[config.mk]
export PLATFORM = sky130hd
export DESIGN_NAME = frame_stream_source
export DESIGN_NICKNAME = d
export VERILOG_FILES = /design/src/rtl/frame_stream_source.sv
export SDC_FILE = /design/constraint.sdc
export NUM_CORES = 1
export LEC_CHECK = 0
export BUFFER_PORTS_ARGS = -buffer_cell sky130_fd_sc_hd__buf_2
export CORE_ASPECT_RATIO = 0.6
export CORE_UTILIZATION = 30
export CTS_BUF_LIST = sky130_fd_sc_hd__clkbuf_4 sky130_fd_sc_hd__clkbuf_8 sky130_fd_sc_hd__clkbuf_16
export DETAILED_ROUTE_END_ITERATION = 12
export GPL_TIMING_DRIVEN = 0
export SYNTH_ARGS = -nofsm -noshare
export SYNTH_HDL_FRONTEND = slang
export SYNTH_SLANG_ARGS = --single-unit
[constraint.sdc]
create_clock -name clock -period 2.55 [get_ports clock]
set_input_delay 0.1275 -clock clock [delete_from_list [all_inputs] [get_ports clock]]
set_output_delay 0.1275 -clock clock [all_outputs]
set_load 0.01 [all_outputs]
[src/rtl/frame_stream_source.sv]
// frame_stream_source: raster-scan pixel transmitter that streams a frame from memory into the window buffer.
// Define FRAME_STREAM_FLUSH_EN to append flushRows rows of fillValue pixels after the frame.
module frame_stream_source #(
    parameter int imCol = 1024,
    parameter int imRow = 768,
    parameter int bitwidth = 8,
    parameter int addrBits = 20,
    parameter int flushRows = 24,
    parameter logic [bitwidth-1:0] fillValue = '0
) (
    input  logic                  clock,
    input  logic                  reset,
    input  logic                  start,
    input  logic [addrBits-1:0]   base_addr,
    input  logic                  hold,
    output logic                  mem_rd,
    output logic [addrBits-1:0]   mem_addr,
    input  logic [bitwidth-1:0]   mem_data,
    output logic [bitwidth-1:0]   dataOut,
    output logic                  enable,
    output logic [(imCol > 1 ? $clog2(imCol) : 1)-1:0] pix_col,
    output logic [(imRow + flushRows > 1 ? $clog2(imRow + flushRows) : 1)-1:0] pix_row,
    output logic                  busy,
    output logic                  frame_done
);
    localparam int CW = imCol > 1 ? $clog2(imCol) : 1;
    localparam int RW = imRow + flushRows > 1 ? $clog2(imRow + flushRows) : 1;
    localparam logic [1:0] IDLE = 2'd0, READ = 2'd1, FLUSH = 2'd2, DRAIN = 2'd3;

    logic [1:0]          state;
    logic [addrBits-1:0] addr;
    logic [CW-1:0]       col, s1_col;
    logic [RW-1:0]       row, s1_row;
    logic                s1_valid, s1_fill;
    logic                accept, issue, fill_issue, col_last, last_data, last_fill;

    assign col_last  = col == CW'(imCol - 1);
    assign last_data = col_last && row == RW'(imRow - 1);
`ifdef FRAME_STREAM_FLUSH_EN
    assign fill_issue = state == FLUSH && !hold;
    assign last_fill  = col_last && row == RW'(imRow + flushRows - 1);
`else
    assign fill_issue = 1'b0;
    assign last_fill  = 1'b0;
`endif
    assign mem_rd   = state == READ && !hold;
    assign mem_addr = addr;
    assign issue    = mem_rd || fill_issue;
    // frame_done is checked so a start landing in the completion cycle is dropped
    assign accept   = state == IDLE && start && !frame_done;

    always_ff @(posedge clock or negedge reset) begin
        if (!reset) begin
            state      <= IDLE;
            addr       <= '0;
            col        <= '0;
            row        <= '0;
            busy       <= 1'b0;
            frame_done <= 1'b0;
        end else begin
            frame_done <= 1'b0;
            if (accept) begin
                addr  <= base_addr;
                col   <= '0;
                row   <= '0;
                busy  <= 1'b1;
                state <= READ;
            end else if (issue) begin
                col <= col_last ? '0 : col + 1'b1;
                row <= col_last ? row + 1'b1 : row;
                if (mem_rd)
                    addr <= addr + 1'b1;
`ifdef FRAME_STREAM_FLUSH_EN
                if (mem_rd && last_data)
                    state <= FLUSH;
                if (fill_issue && last_fill)
                    state <= DRAIN;
`else
                if (mem_rd && last_data)
                    state <= DRAIN;
`endif
            end else if (state == DRAIN && !s1_valid) begin
                // the last pixel leaves the output register this cycle
                frame_done <= 1'b1;
                busy       <= 1'b0;
                state      <= IDLE;
            end
        end
    end

    // stage 1 tags the issued pixel while memory reads; the output register takes the read data
    always_ff @(posedge clock or negedge reset) begin
        if (!reset) begin
            s1_valid <= 1'b0;
            s1_fill  <= 1'b0;
            s1_col   <= '0;
            s1_row   <= '0;
            enable   <= 1'b0;
            dataOut  <= '0;
            pix_col  <= '0;
            pix_row  <= '0;
        end else begin
            s1_valid <= issue;
            s1_fill  <= fill_issue;
            if (issue) begin
                s1_col <= col;
                s1_row <= row;
            end
            enable <= s1_valid;
            if (s1_valid) begin
                dataOut <= s1_fill ? fillValue : mem_data;
                pix_col <= s1_col;
                pix_row <= s1_row;
            end
        end
    end
endmodule

# [Word level (Yosys, flattened, before mapping)]
# Index checks and enable logic that the tools add are counted.
# W data, S select, Z words.
[totals] out_inout_bits=52 word_cells=57 romBits=0 in_bits=32 n_memories=0 ramBits=0 ff_bits=94 latch_bits=0
[op_classes] n_div=0 eq_ne=6 n_addsub=3 shifts=0 n_bitwise=0 mux=18 n_reduce_logical=17 n_mul=0 magnitude_cmp=0
[ops] operator="$mux W10" count=6
[ops] operator="$mux W20" count=2
[ops] operator="$add A10 B1 Y10 const B" count=2
[ops] operator="$add A20 B1 Y20 const B" count=1
[ops] operator="$eq A10 B10 Y1 const B" count=2
[ops] operator="$mux W2" count=4
[ops] operator="$logic_and A1 B1 Y1" count=6
[ops] operator="$mux W1" count=6
[ops] operator="$reduce_and A2 Y1" count=3
[ops] operator="$reduce_bool A2 Y1" count=3
[ops] operator="$logic_not A1 Y1" count=3
[ops] operator="$ne A3 B1 Y1 const B" count=1
[ops] operator="$reduce_bool A3 Y1" count=1
[ops] operator="$eq A2 B1 Y1 const B" count=1
[ops] operator="$eq A2 B2 Y1 const B" count=1
[ops] operator="$logic_not A2 Y1" count=1
[ops] operator="$ne A2 B1 Y1 const B" count=1

# [Depth between registers and ports, before layout]
[depth] ltp_word=6 ltp_mapped=7 ltp_nobuf=5

# [Least setup slack after synthesis]
# Ideal clock, no wire load.
[synth_path] path_kind="reg2reg" startpoint="register state[1]" endpoint="register row[7]" path_buffers=2 t_required_ps=2472 arrival_time_ps=2178 synth_period_minus_slack_ps=2256 stages_incl_launch_ff=7 setup_time_ps=78 slack_ps=294 cell_sequence="dfrtp_1 -> or3b_1 -> buf_2 -> or4_1 -> buf_2 -> or4_1 -> a21oi_1"
[synth_between] elab_chain_cells=5 elab_cells_between_ends=9 cone_classes="eq/ne: 1; mux: 1; reduce/logical: 7"
[synth_rtl] item="start, declared" line_no="30" text="logic [1:0] state;"
[synth_rtl] item="start signal, assigned" line_no="54" text="state <= IDLE;"
[synth_rtl] item="start signal, assigned" line_no="67" text="state <= READ;"
[synth_rtl] item="start signal, assigned" line_no="80" text="state <= DRAIN;"
[synth_rtl] item="$logic_not A2 Y1" line_no="50" text="assign accept = state == IDLE && start && !frame_done;"
[synth_rtl] item="$logic_and A1 B1 Y1 (2 in series)" line_no="50"
[synth_rtl] item="$reduce_bool A2 Y1 (no source line)"
[synth_rtl] item="$reduce_and A2 Y1 (no source line)"
[synth_rtl] item="end signal, assigned" line_no="70" text="row <= col_last ? row + 1'b1 : row;"
[synth_rtl] item="end, declared" line_no="33" text="logic [RW-1:0] row, s1_row;"
# Several ways; a longest one is shown, not always the timed one.
# A chain may end at the register's enable or synchronous reset.

# [Worst setup path in the final report]
[layout_path] startpoint="register state[1]" endpoint="register row[5]"
# The elaborated chain is that of the path after synthesis.

==> metrics <==
Tcrit/Tclk final 96.5%; CTS clk-pin slew, worst paths 0.07 ns; Cell Rows 33; Vias 3496; nets 547; sequential share of power 49.4%; dominant cell type by area after synthesis dfrtp_1; Root Buffer clkbuf_16; min Tclk post-route 2.46 ns; Hold Path Class in2reg; Routed WL per cell 15.5 µm; leakage dissipation 0.00247 µW; GRT Util Overall 15.5%; Comb pwr share 18.8%; detailed-route DRC error count 0; Area growth, synth to finish 25.1%; Final HPWL DP 7620 µm; critical-path maximum fanout 10; number of global-route vias before repair 3392; P_sw 1250 µW; placed cells 667; largest net degree at the start of global routing 68; PD cells 757 nW/µm²; cells after synthesis 408; status finished clean; Post-Route WL 10700 µm; CP Capture Type register; Register-to-Register Path Depth 6; first-pass GRT wire length 17300 µm; Fin. Hold Viols 0; most frequent cells in the layout nand2_1 (95), dfrtp_1 (93), buf_2 (85); core box area 13600 µm²; RePlAce Congestion 0.825; Initial Utilization 30.8%; top-area cell type share of the netlist area 56.1%; Yosys warnings 0; Syn Nets 443; die width 155 µm; Post-Layout Cell Count 691; clock buffer depth 2; Slew headroom 48.8%; Final Max Slew Viols 0; 1st-pass router iterations 5; Worst EP arrival 2.72 ns; critical path class reg2reg; DRT antenna net count 0; Starting DRT DRC Count 197; Fillers 1361; Req. time, crit path 2.81 ns; H-tree level count 3; CTS tree built; clk_lat worst skew 0.35 ns; synthesized area 4190 µm²; startpoint types register; achievable frequency 0.406 GHz; Sum Neg Setup Slack 0 ns; clk sink count 94; worst-margin pin slew 0.749 ns; Via density 5.06; Area contributors post-synth dfrtp_1 (56%), nand2_1 (8.5%), mux2_2 (7.5%); number of CTS-inserted buffers 9; IO buf count 83; unrepaired setup endpoints after global routing false; skew final 0.00674 ns; Overflow after GRT 0; #FFs+latches synth 94; R2R Setup Slk 0.09 ns; synthesized area per cell 10.3 µm²; P_int 2720 µW; most common cell after layout, fill and taps aside nand2_1; layout cells sized above 1 26.9%; Sw Share 31.6%; Peak VDD IR 0.000304 V; CP Launch Point state[1]; R2R Path Start state[1]; Critical Path End row[5]; Seq/Total Area, Yosys 56.1%; clock network power share 31.8%; unique cell type count in the Yosys netlist 41; FF-to-FF End row[5]; I/O pins 84; die footprint 14500 µm²; # setup viols final 0; diode count 0; Die Y-Extent 93.6 µm; max-cap violations 0; initial antenna violation count 0
## metrics by stage
step                      worst slack [ns]  power [µW]  hold WS [ns]  cell area [µm²]  utilization [%]
after CTS                          0.00349        4020       0.00388             5220             38.3
after global routing              0.000446        4210       0.00152             5240             38.5
after floorplan                      0.294        2360        -0.168             4190                -
after detailed placement            0.0330        2730        0.0820             4860             35.6
final                               0.0899        3970       0.00890             5240             38.5
after global placement              0.0562        2700         0.330             4830             35.4
## power groups by stage
stage | Sequential, µW | Combinational (µW) | Clock, µW
finish | 1960 | 747 | 1260
global route | 2000 | 841 | 1360
CTS | 1960 | 760 | 1300
detailed placement | 1980 | 749 | 0
global placement | 1970 | 725 | 0
floorplan | 2010 | 356 | 0
## flip-flops by register name, indices dropped and copies added, names as in the netlist
| register | flops |
|---|---|
| mem_addr | 20 |
| col | 10 |
| pix_col | 10 |
| pix_row | 10 |
| row | 10 |
| s1_col | 10 |
| s1_row | 10 |
| dataOut | 8 |
| state | 2 |
| busy | 1 |
| enable | 1 |
| frame_done | 1 |
| s1_valid | 1 |
## final cells by class
| class | instances | area [µm²] | share of cell area (%) |
|---|---|---|---|
| multi-input combinational | 287 | 1750 | 33.4 |
| inverter | 7 | 30.0 | 0.573 |
| tap | 175 | 219 | 4.18 |
| clock inverter | 6 | 47.5 | 0.907 |
| clock buffer | 9 | 225 | 4.29 |
| timing repair buffer | 94 | 543 | 10.4 |
| sequential | 94 | 2350 | 44.9 |
| buffer | 19 | 75.1 | 1.43 |
## critical path: stages, from the launching register on
cell and delay (ns):
dfrtp_1 0.42, or3b_1 0.37, buf_2 0.20, or4_1 0.54
buf_2 0.19, or4_1 0.51, a21oi_1 0.15
## metal layers
metal  vias up  track usage (%)  routed length [µm]
li1       1663                -                   -
met1      1727             21.6                5320
met2        98             23.4                4800
met3         8             4.49                 538
met4         0             4.21                  80
met5         -                0                   0
## worst min-delay path by stage
stage,from,to,depth (start not counted)
3_5_place_dp,reset,pix_col[3],1
6_report,base_addr[2],mem_addr[2],3
3_3_place_gp,base_addr[14],mem_addr[14],3
2_1_floorplan,reset,busy,0
4_1_cts,base_addr[1],mem_addr[1],3
5_1_grt,mem_data[2],dataOut[2],2
## logic make-up (layout without fill, tap and decap cells)
family | Yosys count | count (layout) | share of synthesized area, %
mux | 30 | 30 | 8.00
compound gates | 58 | 58 | 9.13
fa+ha+maj | 3 | 3 | 0.895
flops | 94 | 94 | 56.1
buf+inv | 27 | 135 | 2.48
xor+xnor | 12 | 12 | 2.51
simple gates | 184 | 184 | 20.9
## cell usage after synthesis
| cell type | instances |
|---|---|
| or2b_1 | 1 |
| mux2i_1 | 2 |
| dfrtp_1 | 94 |
| o21ai_0 | 15 |
| buf_2 | 2 |
| a21oi_1 | 12 |
| o311ai_0 | 5 |
| nand2_1 | 95 |
| nand4b_1 | 1 |
| and4_1 | 2 |
| a211oi_1 | 1 |
| a2111oi_0 | 2 |
| or3b_2 | 1 |
| nand3b_1 | 2 |
| inv_1 | 7 |
| a31o_2 | 1 |
| and2_1 | 4 |
| a21o_1 | 1 |
| xor2_1 | 3 |
| clkbuf_1 | 18 |
| nand2b_1 | 1 |
| nand4_1 | 9 |
| or4b_2 | 1 |
| and3_1 | 1 |
| or3_1 | 2 |
| nor4_1 | 5 |
| nand3_1 | 23 |
| nor4b_1 | 1 |
| xnor2_1 | 9 |
| a221o_1 | 1 |
| o211ai_1 | 4 |
| mux2_2 | 28 |
| nor3_1 | 4 |
| o31ai_1 | 8 |
| or3b_1 | 1 |
| nor2_1 | 17 |
| or4_1 | 13 |
| a32oi_1 | 1 |
| ha_1 | 3 |
| a22oi_1 | 6 |
| a2bb2oi_1 | 1 |
## what timing repair did
item	in CTS	in global routing
gates resized for setup	1	7
endpoints found under the setup margin	1	12
endpoints found under the hold margin	35	0
cloned	0	0
setup buffers	0	1
hold buffers	9	0
No activity file was read; power rests on OpenSTA's default activity.
